==> config.mk <==
export PLATFORM = sky130hd
export DESIGN_NAME = nonogram_controller
export DESIGN_NICKNAME = d
export VERILOG_FILES = /design/src/rtl/nonogram_controller.sv
export SDC_FILE = /design/constraint.sdc
export NUM_CORES = 1
export LEC_CHECK = 0
export BUFFER_PORTS_ARGS = -buffer_cell sky130_fd_sc_hd__buf_2
export CAP_MARGIN = 30
export CORE_AREA = 8 8 250 252
export DETAILED_ROUTE_END_ITERATION = 16
export DIE_AREA = 0 0 258 260
export PLACE_DENSITY = 0.48
export REMOVE_ABC_BUFFERS = 1
export SLEW_MARGIN = 0
export SYNTH_ARGS = -nofsm -noshare
export SYNTH_HDL_FRONTEND = slang
export SYNTH_SLANG_ARGS = --single-unit
==> constraint.sdc <==
create_clock -name clk -period 21.9 [get_ports clk]
set_input_delay 1.095 -clock clk [delete_from_list [all_inputs] [get_ports clk]]
set_output_delay 1.095 -clock clk [all_outputs]
set_load 0.01 [all_outputs]
==> src/rtl/nonogram_controller.sv <==
// Phase sequencer for the nonogram solver: RECEIVE -> SOLVE -> TRANSMIT,
// with FIFO arbitration, phase-boundary latches, watchdog and error handling.
module nonogram_controller #(
    parameter int MAX_ROWS        = 11,
    parameter int MAX_COLS        = 11,
    parameter int MAX_NUM_OPTIONS = 84,
    parameter int TIMEOUT_CYCLES  = 50_000_000,
    localparam int MAX_DIM = (MAX_ROWS > MAX_COLS) ? MAX_ROWS : MAX_COLS,
    localparam int DIM_W   = $clog2(MAX_DIM + 1),
    localparam int OPT_W   = $clog2(MAX_NUM_OPTIONS + 1),
    localparam int LINES   = MAX_ROWS + MAX_COLS,
    localparam int CELLS   = MAX_ROWS * MAX_COLS
) (
    input  logic                   clk,
    input  logic                   rst,
    input  logic                   parsed,
    input  logic                   parse_write,
    input  logic                   first_read,
    input  logic [15:0]            parse_line,
    input  logic [DIM_W-1:0]       m_in,
    input  logic [DIM_W-1:0]       n_in,
    input  logic [LINES*OPT_W-1:0] options_in,
    input  logic                   solve_write,
    input  logic                   solve_next,
    input  logic [15:0]            solve_line,
    input  logic                   solved,
    input  logic [CELLS-1:0]       solution_in,
    input  logic                   assembled,
    input  logic                   fifo_full,
    input  logic                   fifo_empty,
    input  logic                   err_clear,
    output logic                   fifo_wr_en,
    output logic                   fifo_rd_en,
    output logic [15:0]            fifo_din,
    output logic [DIM_W-1:0]       m_out,
    output logic [DIM_W-1:0]       n_out,
    output logic [LINES*OPT_W-1:0] options_out,
    output logic [CELLS-1:0]       solution_out,
    output logic                   solve_start,
    output logic                   assemble_start,
    output logic                   sub_clear,
    output logic [1:0]             state_out,
    output logic [1:0]             error_code,
    output logic [7:0]             board_count,
    output logic [7:0]             led
);

    localparam int WD_W = $clog2(TIMEOUT_CYCLES);

    typedef enum logic [1:0] {
        RECEIVE  = 2'd0,
        SOLVE    = 2'd1,
        TRANSMIT = 2'd2,
        ERROR    = 2'd3
    } state_t;

    localparam logic [1:0] ERR_NONE    = 2'd0;
    localparam logic [1:0] ERR_DIM     = 2'd1;
    localparam logic [1:0] ERR_FIFO    = 2'd2;
    localparam logic [1:0] ERR_TIMEOUT = 2'd3;

    state_t            state;
    state_t            next_state;
    logic [1:0]        next_err;
    logic [WD_W-1:0]   watchdog;
    logic              wr_req;
    logic              rd_req;
    logic              overflow;
    logic              underflow;
    logic              dims_ok;
    logic              latch_dims;
    logic              latch_sol;
    logic              count_inc;

    // FIFO ownership follows the phase; full/empty gate the strobes.
    always_comb begin
        wr_req   = 1'b0;
        rd_req   = 1'b0;
        fifo_din = parse_line;
        case (state)
            RECEIVE: begin
                wr_req = parse_write;
                rd_req = first_read;
            end
            SOLVE: begin
                wr_req   = solve_write;
                rd_req   = solve_next;
                fifo_din = solve_line;
            end
            default: ;
        endcase
        fifo_wr_en = wr_req & ~fifo_full;
        fifo_rd_en = rd_req & ~fifo_empty;
        overflow   = wr_req & fifo_full;
        underflow  = rd_req & fifo_empty & (state == SOLVE);
    end

    assign dims_ok = (m_in >= DIM_W'(1)) && (m_in <= DIM_W'(MAX_ROWS))
                  && (n_in >= DIM_W'(1)) && (n_in <= DIM_W'(MAX_COLS));

    // Next-state, next error code and latch enables for the phase FSM.
    always_comb begin
        next_state = state;
        next_err   = error_code;
        latch_dims = 1'b0;
        latch_sol  = 1'b0;
        count_inc  = 1'b0;
        case (state)
            RECEIVE: begin
                if (parsed && dims_ok) begin
                    latch_dims = 1'b1;
                    next_state = SOLVE;
                end else if (parsed) begin
                    next_state = ERROR;
                    next_err   = ERR_DIM;
                end else if (overflow) begin
                    next_state = ERROR;
                    next_err   = ERR_FIFO;
                end
            end
            SOLVE: begin
                if (solved) begin
                    latch_sol  = 1'b1;
                    next_state = TRANSMIT;
                end else if (overflow || underflow) begin
                    next_state = ERROR;
                    next_err   = ERR_FIFO;
                end else if (watchdog == WD_W'(TIMEOUT_CYCLES - 1)) begin
                    next_state = ERROR;
                    next_err   = ERR_TIMEOUT;
                end
            end
            TRANSMIT: begin
                if (assembled) begin
                    count_inc  = 1'b1;
                    next_state = RECEIVE;
                end
            end
            ERROR: begin
                if (err_clear) begin
                    next_state = RECEIVE;
                    next_err   = ERR_NONE;
                end
            end
            default: next_state = RECEIVE;
        endcase
    end

    // Phase register, error code and one-cycle phase-entry pulses.
    always_ff @(posedge clk or posedge rst) begin
        if (rst) begin
            state          <= RECEIVE;
            error_code     <= ERR_NONE;
            solve_start    <= 1'b0;
            assemble_start <= 1'b0;
            sub_clear      <= 1'b0;
        end else begin
            state          <= next_state;
            error_code     <= next_err;
            solve_start    <= (next_state == SOLVE) && (state != SOLVE);
            assemble_start <= (next_state == TRANSMIT) && (state != TRANSMIT);
            sub_clear      <= (next_state == RECEIVE)
                           && (state == TRANSMIT || state == ERROR);
        end
    end

    // Board data captured only at phase boundaries.
    always_ff @(posedge clk or posedge rst) begin
        if (rst) begin
            m_out        <= '0;
            n_out        <= '0;
            options_out  <= '0;
            solution_out <= '0;
        end else begin
            if (latch_dims) begin
                m_out       <= m_in;
                n_out       <= n_in;
                options_out <= options_in;
            end
            if (latch_sol) begin
                solution_out <= solution_in;
            end
        end
    end

    // Solve watchdog: zero on SOLVE entry, counts every SOLVE cycle.
    always_ff @(posedge clk or posedge rst) begin
        if (rst) begin
            watchdog <= '0;
        end else if (state != SOLVE) begin
            watchdog <= '0;
        end else begin
            watchdog <= watchdog + WD_W'(1);
        end
    end

    // Completed-board counter, wraps naturally at 8 bits.
    always_ff @(posedge clk or posedge rst) begin
        if (rst) begin
            board_count <= '0;
        end else if (count_inc) begin
            board_count <= board_count + 8'd1;
        end
    end

    assign state_out = state;
    assign led       = {state_out, error_code, board_count[3:0]};

endmodule
# --- Word level (Yosys, flattened, before mapping) ---
# Cells that the tools add are included.
op_classes:
  addsub: 2
  n_lt_le_gt_ge: 4
  eq_ne: 13
  mux: 27
  bitwise: 7
  reduce_logical: 13
op_table:
  columns: ["operator", "count"]
  rows:
  - ["2-to-1 mux 2 bit", 15]
  - ["adder 26 x 1 -> 26 bit (second input constant)", 1]
  - ["equality test 26 bit (second input constant)", 1]
  - ["2-to-1 mux 26 bit", 1]
  - ["2-to-1 mux 16 bit", 1]
  - ["adder 8 x 1 -> 8 bit (second input constant)", 1]
  - ["greater-or-equal comparator 4 x 1 -> 1 bit (second input constant)", 2]
  - ["<= comparator 4 bit (second input constant)", 2]
  - ["inequality test 2 bit (second input constant)", 4]
  - ["one-hot mux 2 bit (4 select lines)", 1]
  - ["logical AND 1 bit", 7]
  - ["equality test 2 bit (second input constant)", 3]
  - ["2-to-1 mux 1 bit", 6]
  - ["one-hot mux 2 bit (3 select lines)", 1]
  - ["AND reduction 6 bit", 1]
  - ["AND 1 bit", 5]
  - ["equality test 2 x 1 -> 1 bit (second input constant)", 2]
  - ["zero test 2 bit", 2]
  - ["one-hot mux 1 bit (2 select lines)", 2]
  - ["inequality test 3 x 1 -> 1 bit (second input constant)", 1]
  - ["inequality test 3 bit (second input constant)", 1]
  - ["nonzero test 3 bit", 1]
  - ["logical OR 1 bit", 2]
  - ["inequality test 2 x 1 -> 1 bit (second input constant)", 1]
  - ["NOT 1 bit", 2]
totals:
  register_bits: 324
  in_bits: 327
  out_inout_bits: 324
  word_cells: 77

# --- Depth between registers and ports, before layout ---
depth:
  depth_word: 10
  mapped_depth: 8
  ltp_nobuf: 6

# --- Least setup slack after synthesis ---
# No wires, ideal clock.
synth_path:
  path_type: "input to output"
  from: "in solve_write"
  to: "out fifo_wr_en"
  t_arrival_ns: 1.435
  required_time_ns: 20.805
  slack_ns: 19.370
  cell_stages: 2
  n_path_buf: 0
  cell_sequence: "mux2i_1 -> nor3_1"
synth_via:
  elab_chain_len: 2
synth_rtl:
  columns: ["item", "line", "text"]
  rows:
  - ["start: declaration", "23", "input logic solve_write,"]
  - ["one-hot mux 1 bit (2 select lines)", "80", "case (state)"]
  - ["AND 1 bit", "92", "fifo_wr_en = wr_req & ~fifo_full;"]
  - ["end: declaration", "32", "output logic fifo_wr_en,"]
# No other way between the ends.

# --- Worst setup path in the final report ---
layout_path:
  from: "in m_in[2]"
  to: "reg options_out[151]"
layout_via:
  elab_chain_len: 7
  elab_cells_between_ends: 8
layout_rtl:
  columns: ["item", "line", "text"]
  rows:
  - ["start: declaration", "20", "input logic [DIM_W-1:0] m_in,"]
  - ["greater-or-equal comparator 4 x 1 -> 1 bit or <= comparator 4 bit (tied branches)", "98", "assign dims_ok = (m_in >= DIM_W'(1)) && (m_in <= DIM_W'(MAX_ROWS))"]
  - ["logical AND 1 bit (*)", "98", null]
  - ["logical AND 1 bit (*) (2 in a row)", "99", "&& (n_in >= DIM_W'(1)) && (n_in <= DIM_W'(MAX_COLS));"]
  - ["logical AND 1 bit (*)", "110", "if (parsed && dims_ok) begin"]
  - ["2-to-1 mux 1 bit (*)", "110", null]
  - ["2-to-1 mux 1 bit (*)", "108", "case (state)"]
  - ["end signal: assignment", "178", "options_out <= options_in;"]
  - ["end: declaration", "37", "output logic [LINES*OPT_W-1:0] options_out,"]
# Mark *: on every way between the ends. The rest lies on a longest branch, timed or not.
# A chain may end at the register's enable or synchronous reset.

==> metrics.txt <==
status=finished, final reports clean; row count=89; crit share post-route=16.4%; first-pass GRT wire length=69000 um; Layout fillers=about 6100; ys async rst share=100%; crit-path cells=buf_2 -> nor4_1 -> buf_2 -> a2111oi_2 -> nand2_4 -> buf_4 -> buf_4 -> nand2_1 -> nand2_1; fraction of the mapped netlist area in simple logic gates=19.9%; Hold-fix buffers, CTS=0; Tmin final=3.59 ns; Post-Syn Area=12800 sq um; main combinational cell family by area after synthesis=simple AND/OR/NAND/NOR gates; critical path type=in2reg; port bufs=650; final worst-path setup slack=18.31 ns; Max Cap Viol=0; Antenna Nets Post-Route=0; final hold vios=0; Remaining DRCs=0; WL final=46400 um; fin. max-slew vios=0; pwr dens=141 nW/um^2; Yosys reg bits=324; Max Fanout on Critical Path=77; crit path capture type=flop; DR vias=10800; initial antenna violation count=6; die area=67100 sq um; TNS Setup=0 ns; HP Start=options_out[80]; number of global-route vias before repair=about 11000; CP max-delay cell=buf_4; Worst Hold Endpoint=options_out[80]; Post-synth EDFFs=0; die span in x=258 um; CTS Sinks=324; startpoint types=input pin; Worst Skew=0.0221 ns; Total Nets Final=about 2200; Peak VDD IR=between 60 and 70 uV; initial core utilization=22.0%; YS warnings=0; relative slew slack=43.2%; core area=slightly below 60000 sq um; final setup fails=0; post-CTS sizing=0; Synth area leaders=dfrtp_1, nand2_1, mux2_2; H-Tree Depth=2; total grt overflow=0; Final GP Congestion=0.792; WL/cell=17.5 um; max frequency=279 MHz; Synth Area in Compound Gates=about 1.2%; worst skew pair latency=between 0.5 and 0.6 ns; Vias/cell=4.07; CTS tree=done; worst-case reg-to-reg path depth=6; mux share of post-synthesis cell area=a little over a tenth; Post-synth top flop=dfrtp_1; Synth area leader=dfrtp_1; largest net degree at the start of global routing=146; hold-critical path depth=2; worst min-delay path category=reg2reg; Pre-antenna DRT Iters=4; initial drt markers=between 400 and 500; WP data required=22.38 ns; Die H=260 um; Root Driver=clkbuf_16; sequential-to-total area share from yosys stat=63.2%; Layout area overhead=41.3%; clock buffer depth=3; setup bufs post-CTS=0; FF-to-FF Start=state_out[0]; WP data arrival=4.06 ns; fraction of layout instances using a drive strength above 1=45.6%; R2R Setup Slk=approximately 19 ns; RSZ-0062 raised after global routing=no; Synth top area share=between 60% and 70%; GRT Overall Usage=13.0%; Post-Synth XOR/XNOR Area=under 10%; Worst-Margin Slew=approximately 0.85 ns; static leakage=roughly 0.0096 uW; Ports=651; post-DP HPWL=between 30000 and 40000 um; Synth cell types=between 40 and 50; area share of fa/ha/maj cells after synthesis=0.195%; Mean Syn Cell Area=approximately 11 sq um; reg2reg end=options_out[151]; CTS clk-pin slew, worst paths=0.06 ns; Worst path max stage delay=0.77 ns; Syn Inst Count=1214; Place WS=approximately 18 ns; CTS buffer count=39; Final Core Density=31.0%
==> worst max path at each step <==
stage	startpoint	end	slack, ns	depth (start not counted)
3_5_place_dp	m_in[2]	options_out[93]	17.70	9
4_1_cts	m_in[2]	options_out[151]	18.29	9
6_report	m_in[2]	options_out[151]	18.31	9
3_3_place_gp	m_in[2]	options_out[10]	17.23	8
2_1_floorplan	rst	assemble_start	11.84	1
5_1_grt	m_in[2]	options_out[151]	18.02	9
==> sequential cells by signal, summed over array words and instances (netlist names) <==
signal and cells:
watchdog 26, error_code 2, m_out 4, state_out 2, n_out 4, solve_start 1, sub_clear 1, assemble_start 1
board_count 8, solution_out 121, options_out 154
==> logic make-up after synthesis <==
family,after synthesis
adder cells (fa/ha/maj),2
flip-flops,324
AND/OR/NAND/NOR,640
multiplexers,125
buffers and inverters,76
AO/OA/AOI/OAI,22
XOR/XNOR,25
==> cells in the mapped netlist (2+ instances only) <==
cell and count:
nand2b_1 4, mux2i_1 3, xor2_1 7, nand4_1 6, nor3_1 8, o21ai_0 6, xnor2_1 18, mux2_1 3
mux2_2 119, ha_1 2, nand3_1 15, a21oi_1 7, buf_2 43, or3_1 6, nor2b_1 3, nor4_1 6
buf_4 8, nand2_1 553, and3_1 4, and2_1 2, clkbuf_1 17, inv_1 7, dfrtp_1 324, nor2_1 25
==> metal layers <==
| metal | vias to the layer above | global-route usage, % | part of all wire, % |
|---|---|---|---|
| met5 | - | 0 | 0 |
| met4 | 0 | 3.95 | 2.4 |
| met3 | 68 | 5.17 | 9.2 |
| met2 | 428 | 22.5 | 50 |
| met1 | 5147 | 14.6 | 39 |
| li1 | 5145 | - | - |
==> stage by stage <==
stage	cell area (sq um)	hold slack [ns]	total power [uW]	std cells
2_1_floorplan	12500	0.455	1490	1145
3_3_place_gp	16800	0.453	1950	2576
3_5_place_dp	16800	0.456	1970	2580
4_1_cts	18100	0.471	2610	2644
5_1_grt	18100	0.484	2740	2648
6_report	18100	0.468	2560	2649
==> cell type report <==
type | count | area, sq um | share of cell area (%)
tap | 773 | 967 | 5.33
multi-input combinational | 814 | 4360 | 24.0
clock inverter | 15 | 134 | 0.738
sequential | 324 | 8110 | 44.7
timing repair buffer | 664 | 3430 | 18.9
antenna | 3 | 7.51 | 0.0414
inverter | 7 | 38.8 | 0.214
clock buffer | 49 | 1090 | 6.04
==> placed cells by master (no fill, tap or decap), drive strengths merged, types with 7 or more instances in the layout <==
master,count
buf,664
nand2,553
dfrtp,324
mux2,122
clkbuf,49
nor2,25
xnor2,18
nand3,15
clkinv,10
nor3,8
inv,8
a21oi,7
xor2,7
or3,7
==> report_power, final <==
group	internal, uW	leakage [uW]	switching (uW)	total [uW]
clock network	366	0.000601	255	620
logic	403	0.00501	528	931
registers	863	0.00401	146	1010
total	1630	0.00963	929	2560
==> worst max-delay path, delay by kind of cell <==
kind / cells / cell delay, ns
AND/OR/NAND/NOR: 4 / 0.92
AO/OA/AOI/OAI: 1 / 0.09
buffers and inverters: 4 / 1.81
Note: power is estimated with default switching activity, not from simulation.
